**config.mk**
```make
export PLATFORM = sky130hd
export DESIGN_NAME = trace_request_queue
export DESIGN_NICKNAME = d
export VERILOG_FILES = /design/src/rtl/trace_request_queue.sv
export SDC_FILE = /design/constraint.sdc
export NUM_CORES = 2
export LEC_CHECK = 0
export CAP_MARGIN = 20
export CORE_ASPECT_RATIO = 0.75
export CORE_UTILIZATION = 60
export DETAILED_ROUTE_END_ITERATION = 6
export PLACE_DENSITY = 0.78
export RECOVER_POWER = 50
export REMOVE_ABC_BUFFERS = 1
export SYNTH_ARGS = -nofsm -noshare
export SYNTH_HDL_FRONTEND = slang
export SYNTH_SLANG_ARGS = --single-unit
```
**constraint.sdc**
```tcl
create_clock -name clk -period 7.99 [get_ports clk]
set_input_delay 1.1985 -clock clk [delete_from_list [all_inputs] [get_ports clk]]
set_output_delay 1.1985 -clock clk [all_outputs]
set_load 0.05 [all_outputs]
```
**src/rtl/trace_request_queue.sv**
```systemverilog
// In-order trace request queue that holds each record until simulated CPU time reaches its timestamp.
// Optional macro TRACE_QUEUE_TIME_SKIP_EN: an idle CPU clock jumps straight to a pending head's timestamp.
module trace_request_queue #(
    parameter int MEM_ADDR_WIDTH = 64,
    parameter int CPU_CLK_WIDTH  = 32,
    parameter int CPU_CORE_WIDTH = 4,
    parameter int MEM_OPN_WIDTH  = 3,
    parameter int QUEUE_DEPTH    = 16
) (
    input  logic                             clk,
    input  logic                             rst_n,
    input  logic                             time_en,
    input  logic                             in_valid,
    output logic                             in_ready,
    input  logic [CPU_CLK_WIDTH-1:0]         in_time,
    input  logic [CPU_CORE_WIDTH-1:0]        in_core,
    input  logic [MEM_OPN_WIDTH-1:0]         in_opn,
    input  logic [MEM_ADDR_WIDTH-1:0]        in_addr,
    output logic                             out_valid,
    input  logic                             out_ready,
    output logic [CPU_CLK_WIDTH-1:0]         out_time,
    output logic [CPU_CORE_WIDTH-1:0]        out_core,
    output logic [MEM_OPN_WIDTH-1:0]         out_opn,
    output logic [MEM_ADDR_WIDTH-1:0]        out_addr,
    output logic [CPU_CLK_WIDTH-1:0]         cpu_time,
    output logic [$clog2(QUEUE_DEPTH):0]     count,
    output logic                             full,
    output logic                             empty,
    output logic                             err_opn,
    output logic                             err_order
);
    localparam int PTR_W = $clog2(QUEUE_DEPTH);
    localparam int CNT_W = PTR_W + 1;

    typedef struct packed {
        logic [CPU_CLK_WIDTH-1:0]  ts;
        logic [CPU_CORE_WIDTH-1:0] core;
        logic [MEM_OPN_WIDTH-1:0]  opn;
        logic [MEM_ADDR_WIDTH-1:0] addr;
    } rec_t;

    rec_t                     mem [QUEUE_DEPTH];
    rec_t                     head;
    rec_t                     in_rec;
    logic [PTR_W-1:0]         wr_ptr_reg, rd_ptr_reg;
    logic [CNT_W-1:0]         count_reg, count_next;
    logic [CPU_CLK_WIDTH-1:0] cpu_time_reg, cpu_time_next;
    logic [CPU_CLK_WIDTH-1:0] last_time_reg;
    logic [CPU_CLK_WIDTH-1:0] head_diff, order_diff;
    logic                     err_opn_reg, err_order_reg;
    logic                     push, store, pop, legal, eligible;

    assign in_rec     = '{ts: in_time, core: in_core, opn: in_opn, addr: in_addr};
    assign head       = mem[rd_ptr_reg];
    assign empty      = (count_reg == '0);
    assign full       = (count_reg == CNT_W'(QUEUE_DEPTH));
    assign in_ready   = !full;

    // Wrap-safe time compares: the MSB of the modular difference is the sign.
    assign head_diff  = cpu_time_reg - head.ts;
    assign order_diff = in_time - last_time_reg;
    assign eligible   = !head_diff[CPU_CLK_WIDTH-1];

    assign legal      = (in_opn <= MEM_OPN_WIDTH'(2));
    assign push       = in_valid && in_ready;
    assign store      = push && legal;
    assign out_valid  = !empty && eligible;
    assign pop        = out_valid && out_ready;

    assign out_time   = head.ts;
    assign out_core   = head.core;
    assign out_opn    = head.opn;
    assign out_addr   = head.addr;
    assign cpu_time   = cpu_time_reg;
    assign count      = count_reg;
    assign err_opn    = err_opn_reg;
    assign err_order  = err_order_reg;

    always_comb begin
        count_next = count_reg;
        if (store && !pop)
            count_next = count_reg + CNT_W'(1);
        else if (pop && !store)
            count_next = count_reg - CNT_W'(1);
    end

    always_comb begin
        cpu_time_next = cpu_time_reg;
        if (time_en) begin
`ifdef TRACE_QUEUE_TIME_SKIP_EN
            if (!empty && !eligible)
                cpu_time_next = head.ts;
            else
                cpu_time_next = cpu_time_reg + CPU_CLK_WIDTH'(1);
`else
            cpu_time_next = cpu_time_reg + CPU_CLK_WIDTH'(1);
`endif
        end
    end

    // Storage entries are plain flops so the head fields read as zero straight out of reset.
    generate
        for (genvar gi = 0; gi < QUEUE_DEPTH; gi++) begin : g_entry
            always_ff @(posedge clk or negedge rst_n) begin
                if (!rst_n)
                    mem[gi] <= '0;
                else if (store && (wr_ptr_reg == PTR_W'(gi)))
                    mem[gi] <= in_rec;
            end
        end
    endgenerate

    always_ff @(posedge clk or negedge rst_n) begin
        if (!rst_n) begin
            wr_ptr_reg    <= '0;
            rd_ptr_reg    <= '0;
            count_reg     <= '0;
            cpu_time_reg  <= '0;
            last_time_reg <= '0;
            err_opn_reg   <= 1'b0;
            err_order_reg <= 1'b0;
        end else begin
            count_reg    <= count_next;
            cpu_time_reg <= cpu_time_next;
            if (store) begin
                wr_ptr_reg    <= wr_ptr_reg + PTR_W'(1);
                last_time_reg <= in_time;
                if (order_diff[CPU_CLK_WIDTH-1])
                    err_order_reg <= 1'b1;
            end
            if (push && !legal)
                err_opn_reg <= 1'b1;
            if (pop)
                rd_ptr_reg <= rd_ptr_reg + PTR_W'(1);
        end
    end
endmodule
```
==> impl_metrics.env <==
export IMPL_status="complete, but fails checks"
export IMPL_violations="capacitance limit, slew limit"
export IMPL_irDropWorstVdd_mv=0.331
export IMPL_p_per_area_mw_per_mm2=416
export IMPL_ctsHtreeMaxLevel=4
export IMPL_postCtsSetupBuffers=0
export IMPL_hold_buffers=0
export IMPL_crit_fanout=47
export IMPL_dr_pass1_iters=5
export IMPL_whs_path_depth=1
export IMPL_synth_ff_type="dfrtp_1"
export IMPL_fp_dieW_um=418
export IMPL_grt_max_degree=176
export IMPL_maxCapViolations=13
export IMPL_dp_slack_ns=1.35
export IMPL_min_to="err_opn"
export IMPL_worst_slew_pin_slew_ns=3.62
export IMPL_syn_avg_cell_area_um2=16.4
export IMPL_hp_start="err_opn"
export IMPL_critPathSlowestCell="dfrtp_4"
export IMPL_cp_arrival_ns=6.26
export IMPL_grt_usage_pct=29.2
export IMPL_finalSetupViolCount=0
export IMPL_hold_viol_final=0
export IMPL_fmax_ghz=0.134
export IMPL_synth_area_leaders="dfrtp_1 56%, mux2_2 24%, mux4_2 15%"
export IMPL_ant_nets=0
export IMPL_clkTransAtPathRegs_ns=0.06
export IMPL_r2r_cells=19
export IMPL_hp_class="flip-flop to flip-flop"
export IMPL_rr_startpoint="rd_ptr_reg[0]"
export IMPL_worst_slack_ns=0.531
export IMPL_p_leak_nw=40.4
export IMPL_maxSlewHeadroom_pct=-141
export IMPL_antenna_found_initial=16
export IMPL_yosys_cell_types_count=44
export IMPL_final_nets=5015
export IMPL_die_y_um=314
export IMPL_stdcell_area_mm2=0.0874
export IMPL_wl_per_cell_um=27.5
export IMPL_via_per_inst=6.34
export IMPL_vias=42550
export IMPL_ys_ff_latch=1727
export IMPL_hpwl_um=101000
export IMPL_worstReg2RegEnd="count[4]"
export IMPL_grt_pass1_vias=45127
export IMPL_final_cell_count_no_fill=6714
export IMPL_worst_setup_path_type="flip-flop to output pin"
export IMPL_port_buffers=253
export IMPL_crit_top_cell="mux4_2"
export IMPL_synth_commonest_cells="1727 x dfrtp_1, 1635 x mux2_2, 514 x mux4_2"
export IMPL_grt_overflow=0
export IMPL_routed_wl_um=185000
export IMPL_synth_edff_count=0
export IMPL_cts_resized=0
export IMPL_drtIter0Drc=3475
export IMPL_netlist_area_mm2=0.0778
export IMPL_drc=0
export IMPL_r2r_slack_ns=1.55
export IMPL_cpPeakStageDelay_ns=0.87
export IMPL_fin_skew_ns=0.0210
export IMPL_yosysMostFrequentCell="dfrtp_1"
export IMPL_ys_seq_area_share_pct=55.6
export IMPL_crit_chain="buf_12 > mux4_2 > mux4_2 > inv_1 > ha_1 > nand4_1 > nor4_1 > nand2_1 > a2111oi_2 > or4_4 > xor2_1 > nor2_1 > clkdlybuf4s50_1"
export IMPL_design_die_area_mm2=0.131
export IMPL_synth_top_area_cell="dfrtp_1"
export IMPL_placed_cells=6406
export IMPL_hold_ws_ns=0.476
export IMPL_synth_top_area_share_pct=55.6
export IMPL_root_buffer="clkbuf_16"
export IMPL_largest_reg_flops=1648
export IMPL_report_final_slew_viol_count=1325
export IMPL_cts_tree="done"
export IMPL_cts_made_buffers=167
export IMPL_grt_pass1_wl_um=288000
export IMPL_rows=114
export IMPL_area_delta_synth_final_pct=12.4
export IMPL_critPathCaptureType="output pin"
export IMPL_yosys_warnings=0
export IMPL_routabilityCongestion=0.802
export IMPL_core_mm2=0.129
export IMPL_cts_num_sinks=1727
export IMPL_final_min_clock_period_ns=7.46
export IMPL_drive_gt1_share_pct=50.5
export IMPL_io_pin_count=254
export IMPL_start_kind="flip-flop"
export IMPL_clk_latency_ns=0.81
export IMPL_finalCritPeriodShare_pct=93.3
export IMPL_cp_required_ns=6.79
export IMPL_dpl_instance_area_mm2=0.0819
export IMPL_initial_utilization_pct=60.4
export IMPL_clockBufferDepth=3
export IMPL_rsz0062_at_grt="false"
export IMPL_syn_inst=4743
export IMPL_synthArstFlopShare_pct=100
[power by group]
part / leakage [nW] / switching (W) / internal [W]
Clock: 2.74 / 0.00338 / 0.00471
Sequential: 22.7 / 0.00194 / 0.0122
Combinational: 15.0 / 0.00682 / 0.00737
[cells by family after synthesis]
kind of cell	count (synthesis)	share of synthesized area (%)
compound gates	91	0.709
xor+xnor	45	0.507
fa+ha+maj	71	1.15
buf+inv	477	2.37
flops	1727	55.6
mux	2153	38.6
simple gates	179	1.10
[routing by layer]
metal | vias to the layer above | track usage, % | routed length, um
li1 | 17889 | - | -
met1 | 23386 | 43.1 | 81700
met2 | 998 | 45.2 | 88700
met3 | 261 | 5.63 | 10200
met4 | 16 | 7.53 | 3890
met5 | - | 0 | 92
[cell usage in the layout (no fill, tap or decap), types with 9 or more instances in the layout]
cell type and count:
buf_4 48, a21oi_1 19, nor2_1 22, mux2_2 1635, clkinv_2 21, diode_2 9, clkbuf_1 44, clkbuf_16 173
bufinv_16 14, buf_12 16, nand2_1 64, xor2_1 15, o21ai_0 38, and2_1 12, clkbuf_8 31, ha_1 70
a21o_1 20, nand2_4 12, clkdlybuf4s50_1 214, nand4_1 20, mux4_2 514, dfrtp_1 1723, dlygate4sd3_1 38, xnor2_1 30
nand3_1 15, inv_1 70
[how the worst max path moves through the flow]
| stage | startpoint | endpoint | slack, ns | depth (start not counted) |
|---|---|---|---|---|
| 2_1_floorplan | rd_ptr_reg[0] | out_valid | -12.44 | 11 |
| 4_1_cts | rd_ptr_reg[0] | out_valid | 0.47 | 13 |
| 3_3_place_gp | rd_ptr_reg[0] | out_valid | 1.38 | 13 |
| 3_5_place_dp | rd_ptr_reg[0] | out_valid | 1.35 | 13 |
| 6_report | rd_ptr_reg[0] | out_valid | 0.53 | 13 |
| 5_1_grt | rst_n | mem[1397] | 0.21 | 2 |
[stage by stage]
stage	total power [W]	utilization, %	setup TNS, ns
2_1_floorplan	0.0247	-	-1165.69
3_3_place_gp	0.0280	63.6	0
3_5_place_dp	0.0285	63.6	0
4_1_cts	0.0366	67.9	0
5_1_grt	0.0382	67.9	0
6_report	0.0364	67.9	0
[worst max-delay path, delay by kind of cell, from the launching register on]
kind            cells  cell delay, ns
compound gates      1            0.47
fa+ha+maj           1            0.13
mux                 2            1.14
xor+xnor            1            0.09
simple gates        5            1.36
flops               1            0.87
buf+inv             3            1.29
[cell type report]
type / count / area, um^2
Timing Repair Buffer: 331 / 3280
Multi-Input combinational cell: 2539 / 32800
Sequential cell: 1727 / 43200
Clock buffer: 245 / 4910
Fill cell: 8646 / 41400
Antenna cell: 9 / 22.5
Inverter: 70 / 263
Tap cell: 1740 / 2180
Clock inverter: 53 / 689
(Power assumes the default switching activity.)
